--- config.mk ---
export PLATFORM = sky130hd
export DESIGN_NAME = lcd_bus_receiver
export DESIGN_NICKNAME = d
export VERILOG_FILES = /design/src/rtl/lcd_bus_receiver.sv
export SDC_FILE = /design/constraint.sdc
export NUM_CORES = 1
export LEC_CHECK = 0
export CELL_PAD_IN_SITES_DETAIL_PLACEMENT = 1
export CELL_PAD_IN_SITES_GLOBAL_PLACEMENT = 2
export CORE_MARGIN = 3
export CORE_UTILIZATION = 29
export CTS_CLUSTER_DIAMETER = 60
export DETAILED_ROUTE_END_ITERATION = 10
export HOLD_SLACK_MARGIN = 0.08
export PLACE_DENSITY_LB_ADDON = 0.1
export REMOVE_ABC_BUFFERS = 1
export SLEW_MARGIN = 20
export SYNTH_ARGS = -nofsm -noshare
export SYNTH_HDL_FRONTEND = slang
export SYNTH_SLANG_ARGS = --single-unit
--- constraint.sdc ---
create_clock -name clk -period 2.03 [get_ports clk]
set_input_delay 0.203 -clock clk [delete_from_list [all_inputs] [get_ports clk]]
set_output_delay 0.203 -clock clk [all_outputs]
set_load 0.01 [all_outputs]
--- src/rtl/lcd_bus_receiver.sv ---
// HD44780-style LCD bus monitor: rebuilds bytes from E falling edges, decodes the core
// instruction set and keeps a 2x16 DDRAM shadow. Optional counters: LCD_RX_STATS_EN.
module lcd_bus_receiver #(
  parameter int         SYNC_STAGES = 2,
  parameter logic [7:0] CLEAR_CHAR  = 8'h20
) (
  input  logic         clk,
  input  logic         rst_n,
  input  logic         lcd_rs,
  input  logic         lcd_rw,
  input  logic         lcd_e,
  input  logic         lcd_4,
  input  logic         lcd_5,
  input  logic         lcd_6,
  input  logic         lcd_7,
  output logic [255:0] chars,
  output logic         byte_valid,
  output logic [7:0]   byte_out,
  output logic         byte_rs,
  output logic         four_bit,
  output logic         display_on,
  output logic [15:0]  cmd_count,
  output logic [15:0]  data_count
);

  // Bus sample layout: [6]=RS [5]=RW [4]=E [3:0]=D7..D4
  logic [6:0]   sync_r [SYNC_STAGES];
  logic [6:0]   samp_r;
  logic         prev_e_r;

  logic [255:0] chars_r;
  logic         byte_valid_r;
  logic [7:0]   byte_out_r;
  logic         byte_rs_r;
  logic         four_bit_r;
  logic         display_on_r;
  logic [6:0]   ac_r;
  logic         id_r;
  logic         phase_lo_r;
  logic [3:0]   hi_nib_r;

  logic         strobe_s;
  logic         rs_s;
  logic         rw_s;
  logic [3:0]   nib_s;
  logic [7:0]   byte_s;
  logic         byte_done_s;
  logic [6:0]   ac_nx_s;
  logic         in_win_s;
  logic [4:0]   idx_s;
  logic [255:0] chars_wr_s;

  // Two-line address counter step with the 0x27<->0x40 and 0x67<->0x00 wraps
  function automatic logic [6:0] ac_step(input logic [6:0] ac, input logic inc);
    logic [6:0] r;
    if (inc) begin
      if (ac == 7'h27)      r = 7'h40;
      else if (ac == 7'h67) r = 7'h00;
      else                  r = ac + 7'd1;
    end else begin
      if (ac == 7'h40)      r = 7'h27;
      else if (ac == 7'h00) r = 7'h67;
      else                  r = ac - 7'd1;
    end
    return r;
  endfunction

  // Input synchronizer chain, extra sample register and previous-E register
  always_ff @(posedge clk) begin
    if (!rst_n) begin
      for (int i = 0; i < SYNC_STAGES; i++) sync_r[i] <= 7'd0;
      samp_r   <= 7'd0;
      prev_e_r <= 1'b0;
    end else begin
      sync_r[0] <= {lcd_rs, lcd_rw, lcd_e, lcd_7, lcd_6, lcd_5, lcd_4};
      for (int i = 1; i < SYNC_STAGES; i++) sync_r[i] <= sync_r[i-1];
      samp_r   <= sync_r[SYNC_STAGES-1];
      prev_e_r <= samp_r[4];
    end
  end

  // Strobe detection, byte assembly, AC step and data-write window
  always_comb begin
    strobe_s = prev_e_r & ~samp_r[4];
    rs_s     = samp_r[6];
    rw_s     = samp_r[5];
    nib_s    = samp_r[3:0];
    if (four_bit_r) begin
      byte_s      = {hi_nib_r, nib_s};
      byte_done_s = strobe_s & ~rw_s & phase_lo_r;
    end else begin
      byte_s      = {nib_s, 4'h0};
      byte_done_s = strobe_s & ~rw_s;
    end
    ac_nx_s = ac_step(ac_r, id_r);
    if (ac_r[6:4] == 3'b000) begin
      in_win_s = 1'b1;
      idx_s    = {1'b0, ac_r[3:0]};
    end else if (ac_r[6:4] == 3'b100) begin
      in_win_s = 1'b1;
      idx_s    = {1'b1, ac_r[3:0]};
    end else begin
      in_win_s = 1'b0;
      idx_s    = 5'd0;
    end
    chars_wr_s = chars_r;
    for (int i = 0; i < 32; i++) begin
      if (in_win_s && (idx_s == 5'(i))) chars_wr_s[255-8*i -: 8] = byte_s;
      else                              chars_wr_s[255-8*i -: 8] = chars_r[255-8*i -: 8];
    end
  end

  // Nibble phase, byte output, instruction decode and DDRAM shadow update
  always_ff @(posedge clk) begin
    if (!rst_n) begin
      chars_r      <= {32{CLEAR_CHAR}};
      byte_valid_r <= 1'b0;
      byte_out_r   <= 8'h00;
      byte_rs_r    <= 1'b0;
      four_bit_r   <= 1'b0;
      display_on_r <= 1'b0;
      ac_r         <= 7'h00;
      id_r         <= 1'b1;
      phase_lo_r   <= 1'b0;
      hi_nib_r     <= 4'h0;
    end else begin
      byte_valid_r <= byte_done_s;
      if (strobe_s && four_bit_r) begin
        if (!phase_lo_r) begin
          hi_nib_r   <= nib_s;
          phase_lo_r <= 1'b1;
        end else begin
          phase_lo_r <= 1'b0;
        end
      end
      if (byte_done_s) begin
        byte_out_r <= byte_s;
        byte_rs_r  <= rs_s;
        if (rs_s) begin
          chars_r <= chars_wr_s;
          ac_r    <= ac_nx_s;
        end else begin
          casez (byte_s)
            8'b1???????: ac_r <= byte_s[6:0];
            8'b01??????: begin end
            8'b001?????: begin
              four_bit_r <= ~byte_s[4];
              phase_lo_r <= 1'b0;
            end
            8'b0001????: begin end
            8'b00001???: display_on_r <= byte_s[2];
            8'b000001??: id_r <= byte_s[1];
            8'b0000001?: ac_r <= 7'h00;
            8'b00000001: begin
              chars_r <= {32{CLEAR_CHAR}};
              ac_r    <= 7'h00;
              id_r    <= 1'b1;
            end
            default: begin end
          endcase
        end
      end
    end
  end

  assign chars      = chars_r;
  assign byte_valid = byte_valid_r;
  assign byte_out   = byte_out_r;
  assign byte_rs    = byte_rs_r;
  assign four_bit   = four_bit_r;
  assign display_on = display_on_r;

`ifdef LCD_RX_STATS_EN
  logic [15:0] cmd_cnt_r;
  logic [15:0] data_cnt_r;

  // Saturating instruction/data byte counters, aligned with byte_valid
  always_ff @(posedge clk) begin
    if (!rst_n) begin
      cmd_cnt_r  <= 16'h0000;
      data_cnt_r <= 16'h0000;
    end else if (byte_done_s) begin
      if (rs_s) begin
        if (data_cnt_r != 16'hFFFF) data_cnt_r <= data_cnt_r + 16'd1;
      end else begin
        if (cmd_cnt_r != 16'hFFFF) cmd_cnt_r <= cmd_cnt_r + 16'd1;
      end
    end
  end

  assign cmd_count  = cmd_cnt_r;
  assign data_count = data_cnt_r;
`else
  assign cmd_count  = 16'h0000;
  assign data_count = 16'h0000;
`endif

endmodule

# == Word level (Yosys, flattened, before mapping) ==
# Memory sizes are Yosys's and may differ from the RTL's. A register that Yosys moved wholly into a read port is not among the register bits.
# Index checks and enable logic that the tools add are counted.
# totals
regBits,282
ramBits,14
inputBits,9
wordCells,262
n_memories,1
# classes
n_addsub,2
n_eq_ne,72
mux,57
n_bitwise,10
reduce_logical,78
# memory_table
name,depth,width,rd,rd_clocked_by_memory_dff,wr,line_no,source
sync_r,2,7,2,1,2,27,logic [6:0] sync_r [SYNC_STAGES];
# op_table
op,n
256-bit two-way mux,2
8-bit two-way mux,33
3-bit AND reduction,35
"5-bit == test, second input constant",16
"2-bit by 1-bit != test with 1-bit output, second input constant",32
7-bit two-way mux,8
"5-bit by 4-bit == test with 1-bit output, second input constant",8
1-bit logical AND,33
"5-bit by 3-bit == test with 1-bit output, second input constant",4
"7-bit == test, second input constant",2
7-bit case mux with 2 select lines,1
"5-bit by 1-bit == test with 1-bit output, second input constant",2
"5-bit by 2-bit == test with 1-bit output, second input constant",2
1-bit two-way mux,10
5-bit two-way mux,2
"8-bit by 1-bit == test with 1-bit output, second input constant",1
"7-bit by 1-bit adder with 7-bit output, second input constant",1
"7-bit by 1-bit == test with 1-bit output, second input constant",1
"7-bit by 6-bit == test with 1-bit output, second input constant",1
7-bit zero test,1
"7-bit by 1-bit subtractor with 7-bit output, second input constant",1
"6-bit by 1-bit == test with 1-bit output, second input constant",1
5-bit zero test,1
1-bit NOT,5
other kinds (11),16

# == Logic depth before layout (Yosys ltp) ==
# Gate-level depths: netlist of the first run.
# logic_depth
depth_word,7
depth_mapped,9
mapped_depth_nobuf,7

# == Worst setup path before layout of the first run ==
# Ideal clock, no wire load.
# synth_path
path_kind,reg-to-reg
from,register four_bit_r (netlist: four_bit)
to,register chars_r[61] (netlist: chars[61])
arrival_time_ns,1.897
slack_ns,0.062
path_stages_with_launch,8
path_cell_list,dfxtp_1 buf_4 nor3b_4 nand3_2 or4_1 buf_6 a21oi_4 mux2i_1
# synth_between
elab_chain_len,4
elab_cells_between_ends,7
classes_between,eq/ne: 1; mux: 4; reduce/logical: 2
# synth_lines
element,line_no,source
start: declaration,35,logic four_bit_r;
start signal: assignment,147,four_bit_r <= ~byte_s[4];
8-bit two-way mux,88,if (four_bit_r) begin
8-bit by 1-bit == test with 1-bit output,143,casez (byte_s)
2-bit nonzero test (no source line),n/a,
3-bit AND reduction (no source line),n/a,
end signal: assignment,116,chars_r <= {32{CLEAR_CHAR}};
end signal: assignment,140,chars_r <= chars_wr_s;
end signal: assignment,155,chars_r <= {32{CLEAR_CHAR}};
end: declaration,31,logic [255:0] chars_r;
# Parallel ways exist; a longest one is shown, timed or not. The select of a mux whose other input is x is not followed.
# A chain may end at the register's enable or synchronous reset.

# == Final worst setup path of the first run ==
# layout_path
from,register four_bit_r (netlist: four_bit)
to,register chars_r[201] (netlist: chars[201])
# Same word-level chain as after synthesis.

==> results.yml, run 1 <==
pwr:
  ir_drop_mv: 0.481
  p_leak_nw: 5.85
  p_per_area_nw_per_um2: 778
timing:
  rsz0062_at_grt: "true"
  worst_slack_ps: 79.8
  slew_violations: 0
  period_minus_slack_ps: 1950
  max_freq_mhz: 513
  fin_crit_sh_pct: 96.1
  hold_violations: 0
  whs_ps: 256
  skew_ps: 15.5
  setup_viol: 0
  max_slew.worst_pin.slew_ps: 627
  relSlewSlack_pct: 58.2
synth:
  yosys.area.top_type: "dfxtp_1"
  synth.most_common_cell: "dfxtp_1"
  synth.distinct_cells: 61
  ys_ff_latch: 303
  synth-simple-area-share_pct: 18.4
  synth_fa_ha_area_share_pct: 0.320
  yosysWarningCount: 0
  ys_seq_area_share_pct: 51.7
  syn_area_sq_um: 11700
  synth_compound_area_share_pct: 9.06
  synth_edf_count: 0
  synth_area_leaders: "dfxtp_1 (52%), mux2i_1 (13%), o21ai_0 (4.8%)"
  synth_ff_type: "dfxtp_1"
  yosys.area.top_type_share_pct: 51.7
  synth_top_family_by_area: "simple AND/OR/NAND/NOR gates"
  synthCells: 1213
  ys_async_sr_fraction_pct: 0
  muxShareOfSynthArea_pct: 13.9
  synthTopCellsByCount: "dfxtp_1 (303), mux2i_1 (158), nand2_1 (143)"
  synth.avg_cell_area_sq_um: 9.67
  synthXorXnorAreaFrac_pct: 0.373
critical_path:
  cp_max_fo: 18
  worstReg2RegEnd: "chars[201]"
  worstPathRequired_ps: 2420
  ff2ff_path_depth: 8
  critPathArrivalTime_ps: 2340
  crit_path_start_kind: "flop"
  criticalPathCategory: "flop to flop"
  crit_end: "chars[201]"
  crit_path_end_kind: "flop"
  crit_start: "four_bit"
  reg2reg_from: "four_bit"
  regToRegSetupSlack_ps: 80
finish:
  final_layout_size_suffix_gt1_share_pct: 12.9
  instances_no_fill: 2056
  filler_cell_count: 4441
  postLayoutCellArea_sq_um: 16800
  area_growth_pct: 43.3
  num_antenna_cells: 0
  fin_nets: 1518
  fin_util_pct: 42.2
cts:
  clkTransAtPathRegs_ps: 60
  cts_tree: "built"
  clock_sinks: 303
  htreeDepth: 2
  clock_latency_ps: 530
  cts_max_path_buffers: 3
  cts_buffers: 37
  ctsRootBufferMaster: "clkbuf_16"
flow_run:
  drv_cap: 0
place:
  hpwl_um: 27000
  post-place-ws_ps: 12.1
  placed_area_sq_um: 15400
  gp_congestion: 0.787
  io_buffers: 276
  placed_cells: 1985
route:
  num_vias: 9508
  drt_iter0_drc: 416
  via_per_inst: 4.62
  drtPass1Iterations: 4
  final_antenna_net_count: 0
  postRouteWirelength_um: 40200
  drc: 0
  post_drt_wl_per_cell_um: 19.5
global_route:
  grt_usage_pct: 18.1
  antenna_found_initial: 0
  grt_pass1_wl_um: 61900
  grt_pass1_vias: 9898
  grt_overflow: 0
  grt_max_degree: 135
worst_hold_path:
  hold_class: "primary input to flop"
floorplanning:
  rows: 73
  start_util_pct: 29.4
  die_w_um: 207
  coreArea_sq_um: 39800
  num_io_pins: 309
  dieArea_sq_um: 42900
  die_y_um: 207
status:
  outcome: "finished, final reports clean"
-- sequential cells by signal, indices dropped and copies added (netlist names) --
signal,flops
byte_out,8
sync_r,14
ac_r,7
hi_nib_r,4
byte_rs,1
prev_e_r,1
id_r,1
four_bit,1
byte_valid,1
chars,256
display_on,1
samp_r,7
phase_lo_r,1
-- timing repair --
item                                    4_1_cts  5_1_grt
setup buffers                                 0        6
resized for setup                             2       15
pin swaps                                     0        4
hold buffers                                  1        0
endpoints found under the hold margin        13        0
endpoints found under the setup margin        8      247
-- power breakdown --
part	internal [W]	switching, W
clock	0.00428	0.00257
sequential	0.00597	0.00000865
combinational	0.0000727	0.000175
-- cell usage in the layout, fill, tap and decap left out, types with 4 or more instances in the layout --
master           netlist  routed
and2_1                23      23
nand2_1              143     140
o21ai_1               16      15
inv_1                  6       6
mux2i_1              158     158
a21boi_0               4       4
a21oi_2                7       8
o21ai_0              113     113
buf_12                 0      19
nor3_1                12      12
a21oi_1               17      16
a31oi_1                5       5
dfxtp_1              303     302
xnor2_1                4       4
clkbuf_8               0       7
conb_1                 1      32
bufinv_16              0       4
clkbuf_1              73       8
nand2b_1               7       7
nor2_2                 1       4
buf_4                 36      63
nand3_1              111     108
nor2_1                24      19
clkdlybuf4s50_1        0     275
mux2_2                 4       4
nor4_1                 7       4
nand3_2                1       4
clkbuf_16              0      39
nor2b_1               44      44
nor2_4                10      12
a21oi_4                4       4
-- final cells by class --
cell class / count / area (sq um) / area share (%)
timing repair buffer: 359 / 3630 / 21.6
sequential: 303 / 6070 / 36.1
clock buffer: 54 / 1100 / 6.56
clock inverter: 10 / 165 / 0.983
multi-input combinational: 799 / 5160 / 30.7
tap: 525 / 657 / 3.91
inverter: 6 / 22.5 / 0.134
-- per-layer routing --
| layer | global-route usage [%] | wire length, um | share of wire, % |
|---|---|---|---|
| met3 | 5.41 | 2430 | 6.1 |
| met2 | 30.0 | 18700 | 47 |
| met5 | 0 | 0 | 0 |
| met1 | 23.5 | 18400 | 46 |
| met4 | 3.86 | 607 | 1.5 |
-- worst min-delay path by stage --
| stage | startpoint | to | slack (ps) | depth (start not counted) |
|---|---|---|---|---|
| floorplan | rst_n | id_r | 260 | 1 |
| global placement | sync_r[0][6] | sync_r[1][6] | 420 | 1 |
| detailed placement | sync_r[0][4] | sync_r[1][4] | 420 | 1 |
| CTS | lcd_rs | sync_r[0][6] | 230 | 2 |
| global route | lcd_5 | sync_r[0][1] | 250 | 2 |
| finish | lcd_6 | sync_r[0][2] | 260 | 2 |
-- cell families after synthesis --
| logic type | after synthesis |
|---|---|
| adder cells (fa/ha/maj) | 3 |
| AO/OA/AOI/OAI | 183 |
| multiplexers | 162 |
| other | 1 |
| XOR/XNOR | 5 |
| flip-flops | 303 |
| AND/OR/NAND/NOR | 414 |
| buffers and inverters | 142 |
-- worst max-delay path, cell delays in order, from the launching register on --
cell	delay, ps
dfxtp_1	400
buf_12	180
inv_1	90
o21ai_4	350
buf_12	250
buf_4	210
nor2_4	50
buf_12	150
mux2i_1	110
-- per-stage QoR --
stage	total power [W]	setup TNS (ps)
finish	0.0131	0
detailed placement	0.00635	0
global placement	0.00635	-4.57
CTS	0.0133	0
floorplan	0.00619	-420770
global route	0.0136	-125
Power figures use the tool's default switching activity.
==> inputs of run 2 (changes only) <==
- GPL_ROUTABILITY_DRIVEN: default -> 0
- PLACE_DENSITY: default -> 0.86
- PLACE_DENSITY_LB_ADDON: 0.1 -> default
==> run 2 against run 1 <==
Effect of this change: critical path depth shrank 1; combinational power grew 7%; register-to-register slack is essentially flat; global-route usage shrank 0.067 points.
==> results.yml, run 2 (synthesis gave the netlist of run 1 again) <==
finish:
  largest_reg_flops: 256
  final_layout_size_suffix_gt1_share_pct: 13.5
  fin_nets: 1521
  num_antenna_cells: 0
  final_common_cell: "dfxtp_1"
  mostFrequentLayoutCells: "dfxtp_1 (301), clkdlybuf4s50_1 (275), mux2i_1 (158), nand2_1 (142), o21ai_0 (113)"
  area_growth_pct: 43.6
  fin_util_pct: 42.3
  postLayoutCellArea_sq_um: 16800
place:
  hpwl_um: 27000
  io_buffers: 276
  placed_area_sq_um: 15400
  post-place-ws_ps: -62.9
timing:
  worst_slack_ps: 78.7
  setup_viol: 0
  max_freq_mhz: 512
  skew_ps: 31.2
  fin_crit_sh_pct: 96.1
  slew_violations: 0
  relSlewSlack_pct: 62.0
  period_minus_slack_ps: 1950
  fin_tns_setup_ps: 0
  whs_ps: 249
  max_slew.worst_pin.slew_ps: 570
  hold_violations: 0
cts:
  htreeDepth: 2
  cts_tree: "built"
  clock_latency_ps: 550
  cts_buffers: 36
  clkTransAtPathRegs_ps: 60
  cts_max_path_buffers: 3
  ctsRootBufferMaster: "clkbuf_16"
  clock_sinks: 303
worst_hold_path:
  hold_path_end: "sync_r[0][4]"
  hold_class: "primary input to flop"
  hold_start: "lcd_e"
  hold_depth: 2
floorplanning:
  start_util_pct: 29.4
  dieArea_sq_um: 42900
  rows: 73
  coreArea_sq_um: 39800
  num_io_pins: 309
  die_y_um: 207
  die_w_um: 207
critical_path:
  worstReg2RegEnd: "chars[60]"
  crit_path_end_kind: "flop"
  ff2ff_path_depth: 7
  regToRegSetupSlack_ps: 80
  cp_max_fo: 8
  worstPathRequired_ps: 2490
  critPathArrivalTime_ps: 2410
  criticalPathCategory: "flop to flop"
  crit_path_start_kind: "flop"
  reg2reg_from: "hi_nib_r[3]"
global_route:
  grt_pass1_wl_um: 62200
  grt_usage_pct: 18.1
  grt_overflow: 0
  grt_pass1_vias: 10332
  antenna_found_initial: 0
  grt_max_degree: 100
route:
  drt_iter0_drc: 358
  drc: 0
  via_per_inst: 4.73
  postRouteWirelength_um: 39600
  final_antenna_net_count: 0
  num_vias: 9742
  drtPass1Iterations: 4
  post_drt_wl_per_cell_um: 19.2
pwr:
  ir_drop_mv: 0.496
  p_per_area_nw_per_um2: 749
  p_leak_nw: 5.86
flow_run:
  drv_cap: 0
status:
  outcome: "finished, final reports clean"
run 2: cell count changes in the layout (fill, tap and decap cells not counted), moves of 4 or more:
| cell | previous run | this run |
|---|---|---|
| o21ai_1 | 15 | 10 |
| clkbuf_1 | 8 | 4 |
| clkinv_2 | 2 | 8 |
| bufinv_16 | 4 | 0 |
| buf_12 | 19 | 25 |
| o21ai_2 | 0 | 5 |
run 2: worst max-delay path by stage:
stage	slack [ps]	endpoint	start	depth (start not counted)
after floorplan	-2990	ac_r[6]	four_bit	5
after global placement	30	ac_r[6]	samp_r[2]	5
after detailed placement	-60	chars[219]	samp_r[6]	6
after CTS	-40	chars[219]	samp_r[6]	6
after global routing	-7	chars[26]	samp_r[6]	8
final	80	chars[60]	hi_nib_r[3]	7
run 2: per-stage QoR:
step	power, W	std cells
floorplan	0.00619	1108
global placement	0.00636	1983
detailed placement	0.00637	1983
CTS	0.0128	2052
global route	0.0131	2061
finish	0.0126	2061
run 2: timing repair:
| item | CTS | global route |
|---|---|---|
| hold buffers | 1 | 0 |
| hold endpoints to repair | 10 | 0 |
| endpoints found under the setup margin | 56 | 182 |
| pin swaps | 3 | 8 |
| setup buffers | 3 | 9 |
| resized for setup | 4 | 16 |
run 2: cell type report:
cell class | count | area [sq um]
clock buffer | 51 | 1090
timing repair buffer | 363 | 3740
inverter | 6 | 22.5
clock inverter | 14 | 104
sequential | 303 | 6070
fill | 4457 | 23000
multi-input combinational | 799 | 5160
tap | 525 | 657
run 2: worst max-delay path, cell delays in order, from the launching register on:
cell     delay, ps
dfxtp_2        340
nor3b_4        290
nand3_2        110
or4_4          430
buf_4          190
a21oi_4        150
buf_12         150
mux2i_1        200
run 2: layer usage:
layer | GRT usage, % | routed length, um | vias to the layer above
li1 | - | - | 4671
met1 | 21.5 | 16300 | 4742
met2 | 30.7 | 19100 | 265
met3 | 5.48 | 2810 | 64
met4 | 6.76 | 1330 | 0
met5 | 0 | 0 | -
run 2: power by group:
group / total [W] / leakage, nW / switching [W] / internal [W]
sequential: 0.00597 / 2.45 / 0.00000826 / 0.00597
combinational: 0.000264 / 2.83 / 0.000177 / 0.0000872
clock: 0.00637 / 0.587 / 0.00260 / 0.00377
total: 0.0126 / 5.86 / 0.00278 / 0.00982
